**config.mk**
```make
export PLATFORM = sky130hd
export DESIGN_NAME = mac_accumulator
export DESIGN_NICKNAME = d
export VERILOG_FILES = /design/src/rtl/alu_pkg.sv /design/src/rtl/mac_accumulator_sat_adder.sv /design/src/rtl/mac_accumulator.sv
export SDC_FILE = /design/constraint.sdc
export NUM_CORES = 1
export LEC_CHECK = 0
export ABC_CLOCK_PERIOD_IN_PS = 3700
export BUFFER_PORTS_ARGS = -buffer_cell sky130_fd_sc_hd__buf_2
export CAP_MARGIN = 20
export CORE_ASPECT_RATIO = 2
export CORE_MARGIN = 4
export CORE_UTILIZATION = 55
export DETAILED_ROUTE_END_ITERATION = 10
export PLACE_DENSITY = 0.79
export SYNTH_ARGS = -nofsm -noshare
export SYNTH_HDL_FRONTEND = slang
export SYNTH_SLANG_ARGS = --single-unit
```
**constraint.sdc**
```tcl
create_clock -name clk -period 3.7 [get_ports clk]
set_input_delay 0.37 -clock clk [delete_from_list [all_inputs] [get_ports clk]]
set_output_delay 0.37 -clock clk [all_outputs]
set_load 0.03 [all_outputs]
```
**src/rtl/alu_pkg.sv**
```systemverilog
// Shared ALU datapath types: accumulator FSM states, default widths, saturation bounds.
package alu_pkg;

  typedef enum logic [1:0] {ACC_IDLE, ACC_ACCUM, ACC_HOLD} acc_state_t;

  localparam int ACC_DEF_WIDTH = 24;
  localparam int LEN_DEF_WIDTH = 8;

  function automatic logic signed [63:0] sat_max(input int width);
    return (64'sd1 <<< (width - 1)) - 64'sd1;
  endfunction

  function automatic logic signed [63:0] sat_min(input int width);
    return -(64'sd1 <<< (width - 1));
  endfunction

endpackage

```
**src/rtl/mac_accumulator_sat_adder.sv**
```systemverilog
// Combinational signed add of a sign-extended operand into an accumulator.
// On overflow the result clamps to the accumulator's signed range and o_ovf is raised.
module sat_adder
  import alu_pkg::*;
#(
  parameter int IN_W  = 16,
  parameter int ACC_W = 24
) (
  input  logic [ACC_W-1:0] i_acc,
  input  logic [IN_W-1:0]  i_add,
  output logic [ACC_W-1:0] o_sum,
  output logic             o_ovf
);

  localparam logic signed [63:0] MAXV = sat_max(ACC_W);
  localparam logic signed [63:0] MINV = sat_min(ACC_W);

  // One guard bit: overflow shows up as a disagreement between the top two sum bits.
  logic [ACC_W:0] w_sum;

  assign w_sum = {i_acc[ACC_W-1], i_acc} + {{(ACC_W + 1 - IN_W){i_add[IN_W-1]}}, i_add};
  assign o_ovf = w_sum[ACC_W] ^ w_sum[ACC_W-1];

  always_comb begin
    o_sum = w_sum[ACC_W-1:0];
    if (o_ovf) begin
      o_sum = w_sum[ACC_W] ? MINV[ACC_W-1:0] : MAXV[ACC_W-1:0];
    end
  end

endmodule

```
**src/rtl/mac_accumulator.sv**
```systemverilog
// Sums a run of signed products into a saturating dot-product result, shown on valid/ready.
// Result is valid one cycle after the last product is taken and held until out_ready.
module mac_accumulator
  import alu_pkg::*;
#(
  parameter int WIDTH     = 8,
  parameter int ACC_WIDTH = 2 * WIDTH + 8,
  parameter int LEN_WIDTH = LEN_DEF_WIDTH
) (
  input  logic                 clk,
  input  logic                 rst_n,
  input  logic                 start,
  input  logic [LEN_WIDTH-1:0] run_len,
  input  logic                 mul_valid,
  input  logic [2*WIDTH-1:0]   mul2acc,
  output logic                 acc_ready,
  output logic [ACC_WIDTH-1:0] acc2out,
  output logic                 out_valid,
  input  logic                 out_ready,
  output logic                 sat_flag,
  output logic                 busy
);

  localparam logic [LEN_WIDTH:0] REM_ONE = {{LEN_WIDTH{1'b0}}, 1'b1};

  acc_state_t           r_state;
  logic [ACC_WIDTH-1:0] r_acc;
  logic [LEN_WIDTH:0]   r_rem;
  logic                 r_sat;
  logic                 r_acc_ready;
  logic                 r_out_valid;
  logic                 r_busy;

  logic [ACC_WIDTH-1:0] w_sum;
  logic                 w_ovf;

  sat_adder #(
    .IN_W  (2 * WIDTH),
    .ACC_W (ACC_WIDTH)
  ) u_sat_adder (
    .i_acc (r_acc),
    .i_add (mul2acc),
    .o_sum (w_sum),
    .o_ovf (w_ovf)
  );

  always_ff @(posedge clk or negedge rst_n) begin
    if (!rst_n) begin
      r_state     <= ACC_IDLE;
      r_acc       <= '0;
      r_rem       <= '0;
      r_sat       <= 1'b0;
      r_acc_ready <= 1'b0;
      r_out_valid <= 1'b0;
      r_busy      <= 1'b0;
    end else begin
      case (r_state)
        ACC_IDLE: begin
          if (start) begin
            r_state     <= ACC_ACCUM;
            r_acc       <= '0;
            r_sat       <= 1'b0;
            r_rem       <= (run_len == '0) ? REM_ONE : {1'b0, run_len};
            r_acc_ready <= 1'b1;
            r_busy      <= 1'b1;
          end
        end
        ACC_ACCUM: begin
          if (mul_valid && r_acc_ready) begin
            r_acc <= w_sum;
            r_sat <= r_sat | w_ovf;
            r_rem <= r_rem - REM_ONE;
            if (r_rem == REM_ONE) begin
              r_state     <= ACC_HOLD;
              r_acc_ready <= 1'b0;
              r_out_valid <= 1'b1;
            end
          end
        end
        ACC_HOLD: begin
          if (out_ready) begin
            r_state     <= ACC_IDLE;
            r_out_valid <= 1'b0;
            r_busy      <= 1'b0;
          end
        end
        default: begin
          r_state     <= ACC_IDLE;
          r_acc_ready <= 1'b0;
          r_out_valid <= 1'b0;
          r_busy      <= 1'b0;
        end
      endcase
    end
  end

  assign acc_ready = r_acc_ready;
  assign acc2out   = r_acc;
  assign out_valid = r_out_valid;
  assign sat_flag  = r_sat;
  assign busy      = r_busy;

endmodule

```
======== Word-level counts from Yosys, hierarchy flattened ========
Cells that the tools add are included.
word-level totals
  logic and storage cells ................. 56
  input bits .............................. 29
  flip-flop bits (word level) ............. 39
  output and inout bits ................... 28
operators by class
  reduce and logical (&&, ||, !) cells .... 9
  muxes and demuxes ....................... 26
  bitwise operators ....................... 5
  add/subtract/negate cells ............... 2
  equal/unequal tests ..................... 7
operators by type and width
  cell                                                                count
  24-bit 2-to-1 mux                                                   4
  24-bit one-hot mux with 2 select lines                              1
  24-bit by 16-bit adder with 25-bit output                           1
  9-bit 2-to-1 mux                                                    2
  9-bit one-hot mux with 2 select lines                               1
  4-bit AND reduction                                                 3
  9-bit by 1-bit == test with 1-bit output, second input constant     1
  1-bit one-hot mux with 3 select lines                               3
  9-bit by 1-bit subtractor with 9-bit output, second input constant  1
  8-bit logical NOT                                                   1
  1-bit 2-to-1 mux                                                    8
  2-bit 2-to-1 mux                                                    4
  8-bit 2-to-1 mux                                                    1
  2-bit inequality test, second input constant                        4
  2-bit one-hot mux with 3 select lines                               1
  3-bit AND reduction                                                 2
  1-bit inverter                                                      3
  2-bit by 1-bit == test with 1-bit output, second input constant     1
  2-bit == test, second input constant                                1
  2-bit logical NOT                                                   1
  1-bit one-hot mux with 2 select lines                               1
  2-bit nonzero test                                                  1
  1-bit logical AND                                                   1
  1-bit bitwise OR                                                    1
  1-bit XOR                                                           1

======== Logic depth before layout (Yosys ltp) ========
Gate-level depths: netlist of the first run.
  word-level depth ........................ 5
  mapped depth ............................ 12
  depth with buffers taken out ............ 10

======== Hierarchy ========
A second synthesis of the first run with hierarchy kept.
unflattened totals
  cell total of the unflattened synthesis .. 492
  area total of the unflattened synthesis .. 3733.6 µm²
modules (own cells, without submodules)
  module           area each (µm²)  cells an instance  seq. area each (µm²)  instances
  sat_adder        1911.8           282                0.0                   1
  mac_accumulator  1821.7           210                975.9                 1

======== Worst setup path before layout of the first run ========
OpenSTA, ideal clock, no wires.
  kind .................................... reg-to-reg
  start ................................... reg r_acc[0] (netlist: acc2out[0])
  end ..................................... reg r_acc[17] (netlist: acc2out[17])
  setup time .............................. 126 ps
  buffers on the path ..................... 2
  clock period less this slack ............ 3207 ps
  slack ................................... 493 ps
  arrival time ............................ 3081 ps
  data required time ...................... 3574 ps
  stages on the path, launching flop included .. 13
  cells stage by stage .................... dfrtp_1 ha_1 fa_1 a21oi_1 o22ai_1 o221ai_2 nor3_2 or3_1 a32o_1 and3_4 buf_6 buf_6 a221o_1
between the ends
  word-level cells in the longest chain between the ends .. 5
  elaborated cells on any way between the ends .. 6
  classes of those cells .................. add/sub (1); mux (4); bitwise (1)
RTL lines
  element                                         line                                                              text
  from (decl)                                     mac_accumulator.sv:27                                             logic [ACC_WIDTH-1:0] r_acc;
  from (signal assigned)                          mac_accumulator.sv:70                                             r_acc <= w_sum;
  24-bit by 16-bit adder with 25-bit output *     mac_accumulator_sat_adder.sv:21                                   assign w_sum = {i_acc[ACC_W-1], i_acc} + {{(ACC_W + 1 - IN_W){i_add[IN_W-1]}}, i_add};
  24-bit 2-to-1 mux or 1-bit XOR (tied branches)  mac_accumulator_sat_adder.sv:27, mac_accumulator_sat_adder.sv:22
  24-bit 2-to-1 mux *                             mac_accumulator_sat_adder.sv:26                                   if (o_ovf) begin
  24-bit 2-to-1 mux *                             mac_accumulator.sv:69                                             if (mul_valid && r_acc_ready) begin
  24-bit one-hot mux with 2 select lines *        mac_accumulator.sv:57                                             case (r_state)
Every way passes the cells marked *; elsewhere a longest branch is shown, timed or not. The select of a mux whose other input is x is not followed.
A chain may end at the register's enable or synchronous reset.

======== Worst setup path in the final report of the first run ========
  start ................................... reg r_acc[0] (netlist: acc2out[0])
  end ..................................... reg r_acc[20] (netlist: acc2out[20])
Same word-level chain as after synthesis.

==> results of run 1 <==
## worst max-delay path, cell delays in order (launching register included)
cell and delay [ns]:
dfrtp_1 0.40, ha_1 0.24, fa_1 0.41, a21oi_1 0.20, o22ai_1 0.18, o221ai_2 0.33, nor3_2 0.10, or3_1 0.40
a32o_1 0.36, and3_4 0.28, a221o_1 0.28
## flip-flops by register name, summed over array words and instances, names as in the netlist
signal and cells:
acc_ready 1, r_rem 9, r_state 2, acc2out 24, sat_flag 1, out_valid 1
busy 1
## power breakdown
| group | switching [uW] | leakage [uW] | internal, uW |
|---|---|---|---|
| clock | 161 | 0.0000412 | 132 |
| combinational | 1730 | 0.00108 | 1120 |
| sequential | 198 | 0.000457 | 654 |
| total | 2090 | 0.00158 | 1910 |
## cells in the final DEF, fill, tap and decap left out, drive strengths merged, types with 5 or more instances in the layout
cell type / n
buf: 58
dfrtp: 39
o21ai: 35
a21oi: 34
nor2: 30
ha: 26
nand2: 18
a221o: 18
inv: 14
xnor2: 13
nor3: 10
nand3: 8
a21o: 8
xor2: 7
or3: 6
and3: 6
clkbuf: 6
a211oi: 5
## worst paths after layout
path / to / cells past startpoint
max in group asynchronous: acc2out[22]$_DFFE_PN0P_ / 1
setup reg to reg: acc2out[20]$_DFFE_PN0P_ / 10
setup / recovery: acc2out[20]$_DFFE_PN0P_ / 10
hold reg to reg: sat_flag$_DFFE_PN0P_ / 2
min in group clk: r_state[0]$_DFFE_PN0P_ / 3
hold / removal: acc2out[15]$_DFFE_PN0P_ / 1
## routing by layer
| metal | wire length, um | up-vias | track usage [%] |
|---|---|---|---|
| li1 | - | 1444 | - |
| met1 | 2865 | 1476 | 23.89 |
| met2 | 4590 | 80 | 45.33 |
| met3 | 343 | 22 | 4.402 |
| met4 | 286 | 0 | 13.02 |
| met5 | 0 | - | 0 |
## cells by family after synthesis
| family | after synthesis | synth area share, % |
|---|---|---|
| adder cells (fa/ha/maj) | 28 | 11.40 |
| flip-flops | 39 | 31.30 |
| AND/OR/NAND/NOR | 91 | 14.37 |
| multiplexers | 1 | 0.4814 |
| XOR/XNOR | 20 | 5.618 |
| buffers and inverters | 30 | 4.093 |
| AO/OA/AOI/OAI | 144 | 32.75 |
## per-stage QoR
| stage | instances | hold WS (ns) | power (uW) | instance area [um2] |
|---|---|---|---|---|
| 2_1_floorplan | 353 | 0.07441 | 3055 | 3118 |
| 3_3_place_gp | 455 | 0.4885 | 3624 | 3413 |
| 3_5_place_dp | 455 | 0.5017 | 3702 | 3413 |
| 4_1_cts | 463 | 0.2109 | 3993 | 3498 |
| 5_1_grt | 463 | 0.2569 | 4311 | 3498 |
| 6_report | 463 | 0.1766 | 3998 | 3498 |
## synth_stat cells (5+ instances only)
cell type	instances
nor2_1	30
and3_1	5
a21o_1	8
xor2_1	7
a221o_1	18
inv_1	14
nand2_1	18
nor3_1	9
clkbuf_1	12
xnor2_1	13
or3_1	5
o21ai_1	5
ha_1	26
a21oi_1	31
o21ai_0	29
nand3_1	8
dfrtp_1	39
## cell type report
type / instances / area share, %
clock buffers: 6 / 2.074
clock inverters: 2 / 0.3577
inverters: 14 / 1.502
multi-input cells: 284 / 57.58
flip-flops and latches: 39 / 27.90
well taps: 60 / 2.146
repair buffers: 58 / 8.441
==> out/results.txt, run 1 <==
Total Routing Usage GR: 24.49%
Bufs on Longest Clock Path: 2
vias: 3022
Startpoint Class: flip-flop
PD cells: 1143 nW/um2
CP arrival: 3.49 ns
Core Util, Final: 63.98%
Peak VDD IR: 0.0007588 V
Synth Cell Area: 3118 um2
CTS Buf Count: 5
fin. max-slew vios: 0
final WL: 8085 um
Multi-input gate area: 2014 um2
H-tree levels: 2
CTS tree: yes
Post-synth EDFFs: 0
max_slew headroom: 41.85%
largest area contributor in the netlist: dfrtp_1
Reg area: 975.9 um2
Final Hold Vio Count: 0
Post-synth top flop: dfrtp_1
# Max-Cap Violations: 0
Congestion Overflow GR: 0
drt drc: 0
synth top area cells: dfrtp_1 31%, ha_1 10%, a221o_1 5.8%
asr flop ratio synth: 100.0%
pre-CTS setup slack: 0.3289 ns
final worst slack: 0.3932 ns
Placement Rows: 38
detailed-route vias per instance: 6.527
status: finished, final reports clean
Syn Area/Cell: 8.833 um2
crit end category: flip-flop
crit-path max FO: 18
DRT Pass-1 Iters: 4
RSZ-0062 raised after global routing: false
#FFs+latches synth: 39
Die ar.: 7011 um2
Crit. Startpoint: acc2out[0]$_DFFE_PN0P_
fin crit period: 3.307 ns
Post-CTS Resized: 0
Lkg Pwr: 0.001578 uW
Die X: 61.24 um
Achievable Freq: 302.4 MHz
worst slew pin tran: 0.8723 ns
P&R area growth vs syn: 12.20%
Nets: 458
vias in the first global route: 3119
I/O pin count: 57
initial antenna violation count: 0
core box area: 5468 um2
Clock transition at path regs: 0.08 ns
Skew-Pair Late Insertion Delay: 0.31 ns
WS Path Type: reg2reg
Initial Util: 57.03%
share of the synthesized area in the top cell type: 31.30%
Seq/Total Area, Yosys: 31.30%
Final Setup Violations: 0
pin count of the biggest net entering global routing: 42
Die Ht: 114.5 um
dpl hpwl: 6226 um
syn_nets: 409
# fillers: 475
post-route clock period utilization: 89.37%
clock root cell: clkbuf_8
clk sinks: 39
Post-CTS Setup Inserts: 0
ratio of cells with drive above 1 in the final layout: 19.11%
Hold Crit Class: in2async
Worst Path Required: 3.89 ns
Antenna Cells: 0
initial DRC count: 116
placer's final routability congestion estimate: 0.9134
skew final: 0.005866 ns
Port Buf Inserts: 56
reg-to-reg slack, setup: 0.39 ns
Distinct cells, synth: 59
drt wl/cell: 17.46 um
Reg-to-Reg Start: acc2out[0]$_DFFE_PN0P_
post-route setup TNS: 0 ns
Yosys warning count: 0
Detail Route Antenna Nets: 0
CTS Hold Bufs: 0
Mapped Cells: 353
global-route wire length before repair: 13280 um
(Power assumes the default switching activity.)
==> run 2: changes to the inputs <==
--- a/config.mk
+++ b/config.mk
@@ -6,4 +6,5 @@
 export NUM_CORES = 1
 export LEC_CHECK = 0
+export ABC_AREA = 1
 export ABC_CLOCK_PERIOD_IN_PS = 3700
 export BUFFER_PORTS_ARGS = -buffer_cell sky130_fd_sc_hd__buf_2
@@ -13,5 +14,5 @@
 export CORE_UTILIZATION = 55
 export DETAILED_ROUTE_END_ITERATION = 10
-export PLACE_DENSITY = 0.79
+export PLACE_DENSITY = 0.78
 export SYNTH_ARGS = -nofsm -noshare
 export SYNTH_HDL_FRONTEND = slang
==> constraint.sdc (replaced) <==
create_clock -name clk -period 3.7 [get_ports clk]
set_input_delay 0.37 -clock clk [delete_from_list [all_inputs] [get_ports clk]]
set_output_delay 0.37 -clock clk [all_outputs]
set_load 0.05 [all_outputs]
==> run 2 against run 1 <==
Flip-flop and latch count unchanged; critical path type unchanged; critical endpoint is now acc2out[2]$_DFFE_PN0P_; non-clock buffer count unchanged; routed wire length increased by 25%; global-route usage grew 2.6 points; sequential share of layout area shrank 4.1 points.
==> out/results.txt, run 2 <==
status: finished, final reports clean
post-route clock period utilization: 72.23%
Die ar.: 7956 um2
Post-Synth XOR/XNOR Area: 4.395%
Core Util, Final: 64.92%
Post-synth top flop: dfrtp_1
critical path's slowest cell: fa_1
# Max-Cap Violations: 0
Crit. path cell count: 14
post-route setup TNS: 0 ns
Post-CTS Resized: 0
Congestion Overflow GR: 0
drt wl/cell: 14.90 um
Worst path max stage delay: 0.48 ns
clk sinks: 39
Placement Rows: 41
ratio of cells with drive above 1 in the final layout: 17.97%
initial antenna violation count: 0
adder-cell share of the synthesized area: 9.627%
share of the synthesized area in the top cell type: 27.21%
Worst Path Required: 3.93 ns
pin count of the biggest net entering global routing: 40
Syn Area/Cell: 6.718 um2
largest area contributor in the netlist: dfrtp_1
Achievable Freq: 374.2 MHz
placer's final routability congestion estimate: 0.9994
Die Ht: 122.2 um
Distinct cells, synth: 35
Seq/Total Area, Yosys: 27.21%
Post-synth EDFFs: 0
I/O pin count: 57
asr flop ratio synth: 100.0%
met3 usage: 3.022%
dpl hpwl: 8005 um
Top cell by count, worst path: nand2_1
DRT Pass-1 Iters: 4
crit path cell chain: ha_1 > fa_1 > nand2_1 > nand2_1 > nand3_1 > nand2_2 > nand2_2 > nand3_2 > nand2_1 > nand2_2 > a21oi_2 > buf_4 > o21ai_0 > nand2_1
CTS Buf Count: 5
top cell family by delay on the critical path: simple AND/OR/NAND/NOR gates
max FFs per register: 24
core box area: 6310 um2
Nets: 645
drt drc: 0
CTS Hold Bufs: 0
max_slew headroom: 39.84%
#FFs+latches synth: 39
H-tree levels: 2
detailed-route vias per instance: 5.303
Die X: 65.11 um
skew final: 0.007494 ns
largest family of logic cells by synthesized area: simple AND/OR/NAND/NOR gates
CTS tree: yes
vias in the first global route: 3646
worst slew pin tran: 0.9025 ns
Final Hold Vio Count: 0
Port Buf Inserts: 56
clock root cell: clkbuf_16
complex-gate fraction of the synthesized area: 13.81%
Final Setup Violations: 0
Post-synth top cells: 175 x nand2_1, 61 x inv_1, 45 x nor2_1
Post-CTS Setup Inserts: 0
crit-path max FO: 23
worst reg-to-reg path cell count: 14
Yosys warning count: 0
initial DRC count: 158
fin. max-slew vios: 0
Initial Util: 56.85%
Peak VDD IR: 0.0005775 V
syn_nets: 590
commonest non-fill, non-tap cell in the layout: nand2_1
global-route wire length before repair: 16500 um
WS Path Type: reg2reg
worst path buffer plus inverter count: 1
busiest grt layer: met2
Total Routing Usage GR: 27.07%
met2 GRT Util: 54.39%
CP arrival: 2.90 ns
Post-Synth Simple-Gate Area: 36.62%
Mapped Cells: 534
fin crit period: 2.673 ns
PD cells: 1066 nW/um2
final WL: 10070 um
Lkg Pwr: 0.002305 uW
Antenna Cells: 0
mux contribution to synthesized area: 0%
met1 global-route usage: 25.15%
vias: 3585
Skew-Pair Late Insertion Delay: 0.29 ns
top-count cell post-synth: nand2_1
RSZ-0062 raised after global routing: false
Synth Cell Area: 3587 um2
most frequent cells in the layout: 175 x nand2_1, 61 x inv_1, 56 x buf_2
Bufs on Longest Clock Path: 2
Startpoint Class: flip-flop
Detail Route Antenna Nets: 0
P&R area growth vs syn: 14.20%
Clock transition at path regs: 0.06 ns
crit end category: flip-flop
Hold Crit Class: in2async
synth top area cells: dfrtp_1 27%, nand2_1 18%, ha_1 9.1%
==> run 2: worst reg2reg max path, stage by stage (launching register included) <==
cell     delay (ns)
dfrtp_1        0.39
ha_1           0.26
fa_1           0.48
nand2_1        0.09
nand2_1        0.07
nand3_1        0.13
nand2_2        0.13
nand2_2        0.11
nand3_2        0.08
nand2_1        0.08
nand2_2        0.08
a21oi_2        0.12
buf_4          0.36
o21ai_0        0.15
nand2_1        0.08
==> run 2: per-stage QoR <==
step | hold WS (ns) | total power, uW | worst slack (ns) | instances | area, um2
floorplan | 0.07441 | 3186 | 1.218 | 534 | 3587
global placement | 0.4672 | 3800 | 0.9972 | 668 | 3923
detailed placement | 0.4686 | 3851 | 0.9575 | 668 | 3923
CTS | 0.2380 | 4387 | 1.041 | 676 | 4096
global route | 0.2817 | 4725 | 0.7637 | 676 | 4096
finish | 0.2118 | 4366 | 1.028 | 676 | 4096
==> run 2: layer usage <==
metal  part of all wire (%)  routed length [um]  vias up
li1                       -                   -     1843
met1                     35                3569     1624
met2                     57                5721       89
met3                    3.5                 354       29
met4                    4.3                 429        0
met5                      0                   0        -
==> run 2: logic make-up after synthesis <==
logic type | Yosys count
adder cells (fa/ha/maj) | 27
buffers and inverters | 71
XOR/XNOR | 18
AND/OR/NAND/NOR | 300
flip-flops | 39
AO/OA/AOI/OAI | 79
==> run 2: area by class of cell <==
class	instances	area (um2)
inverters	61	229.0
clock buffers	6	138.9
well taps	86	107.6
fillers	617	2213
flip-flops and latches	39	975.9
clock inverters	2	35.03
repair buffers	58	295.3
multi-input cells	424	2315
==> run 2: power by group <==
group / leakage [uW] / switching [uW] / internal (uW)
logic: 0.00171 / 2170 / 880
registers: 0.000506 / 170 / 638
clock network: 0.0000868 / 175 / 335
==> run 2: worst paths after layout <==
path | startpoint | to | slack (ns)
max in group asynchronous | rst_n | acc2out[17]$_DFFE_PN0P_ | 2.92
worst min-delay path | rst_n | r_rem[3]$_DFFE_PN0P_ | 0.21
min in group clk | run_len[0] | r_rem[0]$_DFFE_PN0P_ | 0.35
worst max register to register | acc2out[0]$_DFFE_PN0P_ | acc2out[2]$_DFFE_PN0P_ | 1.03
worst min register to register | out_valid$_DFFE_PN0P_ | out_valid$_DFFE_PN0P_ | 0.50
worst max-delay path | acc2out[0]$_DFFE_PN0P_ | acc2out[2]$_DFFE_PN0P_ | 1.03
==> run 3: changes to the inputs <==
Settings changed: ABC_CLOCK_PERIOD_IN_PS 3700 to 2200, CORE_UTILIZATION 55 to 52, PLACE_DENSITY 0.78 to 0.77.
Clock period 3.7 ns to 2.2 ns, I/O delays scaled along.
==> run 3 against run 2 <==
The run now ends with setup timing left; sequential power increased by 82%; global-route usage decreased by 0.60 points; final area increased by 17%; cell count increased by 6.8%; flip-flop and latch count unchanged; total power increased by 97%; clock-buffer cell count increased by 1; critical endpoint is now acc2out[17]$_DFFE_PN0P_; critical path type unchanged; first-iteration DRC count increased by 73%; core utilization increased by 7.1 points; setup slack got worse by 1.0 ns.
==> out/results.txt, run 3 (synthesized netlist as in run 2, its figures left out) <==
clock root cell: clkbuf_16
max FFs per register: 24
Nets: 689
Multi-input gate area: 2680 um2
pre-CTS setup slack: -0.1805 ns
Reg area: 1003 um2
H-tree levels: 2
Peak VDD IR: 0.001061 V
Die X: 66.73 um
crit-path max FO: 6
Achievable Freq: 453.3 MHz
Startpoint Class: flip-flop
DRT Pass-1 Iters: 5
crit end category: flip-flop
post-route clock period utilization: 100.3%
Reg-to-Reg Start: acc2out[0]$_DFFE_PN0P_
commonest non-fill, non-tap cell in the layout: nand2_1
post-route setup TNS: -0.007457 ns
critical path's slowest cell: dfrtp_2
WS Path Type: reg2reg
CTS Buf Count: 5
global-route wire length before repair: 17240 um
Skew-Pair Late Insertion Delay: 0.29 ns
fin crit period: 2.206 ns
Power Total: 8602 uW
ratio of cells with drive above 1 in the final layout: 33.60%
Bufs on Longest Clock Path: 2
Port Buf Inserts: 56
initial antenna violation count: 0
skew final: 0.005897 ns
CP arrival: 2.38 ns
worst slew pin tran: 0.9274 ns
PD cells: 1789 nW/um2
RSZ-0062 raised after global routing: true
initial DRC count: 273
# Max-Cap Violations: 0
RR Endpoint: acc2out[17]$_DFFE_PN0P_
worst reg-to-reg path cell count: 15
max_slew headroom: 38.17%
crit path cell chain: ha_4 > fa_2 > nand2_2 > nand2_2 > nand3_2 > nand2_2 > nand2_2 > nand3_2 > nand2_1 > nand2_2 > nand2_4 > buf_6 > nand3_1 > nand2_1 > nand2_1
most frequent cells in the layout: 167 x nand2_1, 61 x inv_1, 56 x buf_2
Top cell by count, worst path: nand2_2
vias: 3930
Initial Util: 53.75%
P&R area growth vs syn: 34.01%
Detail Route Antenna Nets: 0
CTS Hold Bufs: 0
Congestion Overflow GR: 0
# fillers: 536
Worst Path Required: 2.37 ns
Placement Rows: 42
drt wl/cell: 15.78 um
status: complete, but fails checks
Clock transition at path regs: 0.06 ns
Final Hold Vio Count: 0
clk sinks: 39
core box area: 6674 um2
CTS tree: yes
pin count of the biggest net entering global routing: 40
reg-to-reg slack, setup: -0.006 ns
detailed-route vias per instance: 5.443
Hold Crit Class: in2async
Die ar.: 8372 um2
Total Routing Usage GR: 26.47%
Final Setup Violations: 2
fin. max-slew vios: 0
failing checks: setup timing
drt drc: 0
I/O pin count: 57
placer's final routability congestion estimate: 1.020
Die Ht: 125.5 um
Lkg Pwr: 0.002470 uW
dpl hpwl: 8566 um
final WL: 11400 um
Antenna Cells: 0
Worst path max stage delay: 0.43 ns
vias in the first global route: 3898
final worst slack: -0.006055 ns
[run 3: area by class of cell]
type | instances | share of cell area (%)
Inverter | 61 | 4.763
Multi-Input combinational cell | 425 | 55.75
Clock inverter | 1 | 0.1041
Tap cell | 88 | 2.290
Clock buffer | 7 | 2.967
Timing Repair Buffer | 101 | 13.25
Sequential cell | 39 | 20.87
[run 3: worst max path at each step]
stage	depth (start not counted)	startpoint	end	slack (ns)
floorplan	15	acc2out[0]$_DFFE_PN0P_	acc2out[12]$_DFFE_PN0P_	-0.07
global placement	12	mul2acc[15]	acc2out[12]$_DFFE_PN0P_	-0.12
detailed placement	12	mul2acc[15]	acc2out[14]$_DFFE_PN0P_	-0.18
CTS	14	acc2out[0]$_DFFE_PN0P_	acc2out[11]$_DFFE_PN0P_	-0.006
global route	15	acc2out[0]$_DFFE_PN0P_	acc2out[17]$_DFFE_PN0P_	-0.14
finish	15	acc2out[0]$_DFFE_PN0P_	acc2out[17]$_DFFE_PN0P_	-0.006
[run 3: routing by layer]
| layer | track usage (%) | up-vias | part of all wire (%) |
|---|---|---|---|
| met5 | 0 | - | 0 |
| met4 | 15.93 | 0 | 5.5 |
| met3 | 3.411 | 39 | 3.8 |
| met2 | 50.53 | 123 | 57 |
| met1 | 25.01 | 1843 | 34 |
| li1 | - | 1925 | - |
[run 3: report_power, final]
part	switching [uW]	total, uW	internal, uW
sequential	360	1470	1110
combinational	4080	6390	2320
clock	288	738	450
[run 3: repair_timing]
item | in CTS | in global routing
pin swaps | 0 | 5
setup endpoints to repair | 24 | 24
buffers inserted | 0 | 2
gates resized for setup | 11 | 49
cloned | 0 | 1
[run 3: worst max-delay path: cells and delay by family, from the launching register on]
kind	cells	cell delay, ns
fa+ha+maj	2	0.52
buf+inv	1	0.14
flops	1	0.43
simple gates	12	1.00
[run 3: stage by stage]
stage	instance area, um2	std cells	utilization, %	hold WS (ns)
6_report	4807	722	72.03	0.07856
5_1_grt	4807	722	72.03	0.1474
4_1_cts	4453	719	66.72	0.1020
3_5_place_dp	4275	711	64.06	0.4095
3_3_place_gp	4275	711	64.06	0.4040
2_1_floorplan	3630	534	-	-0.07559
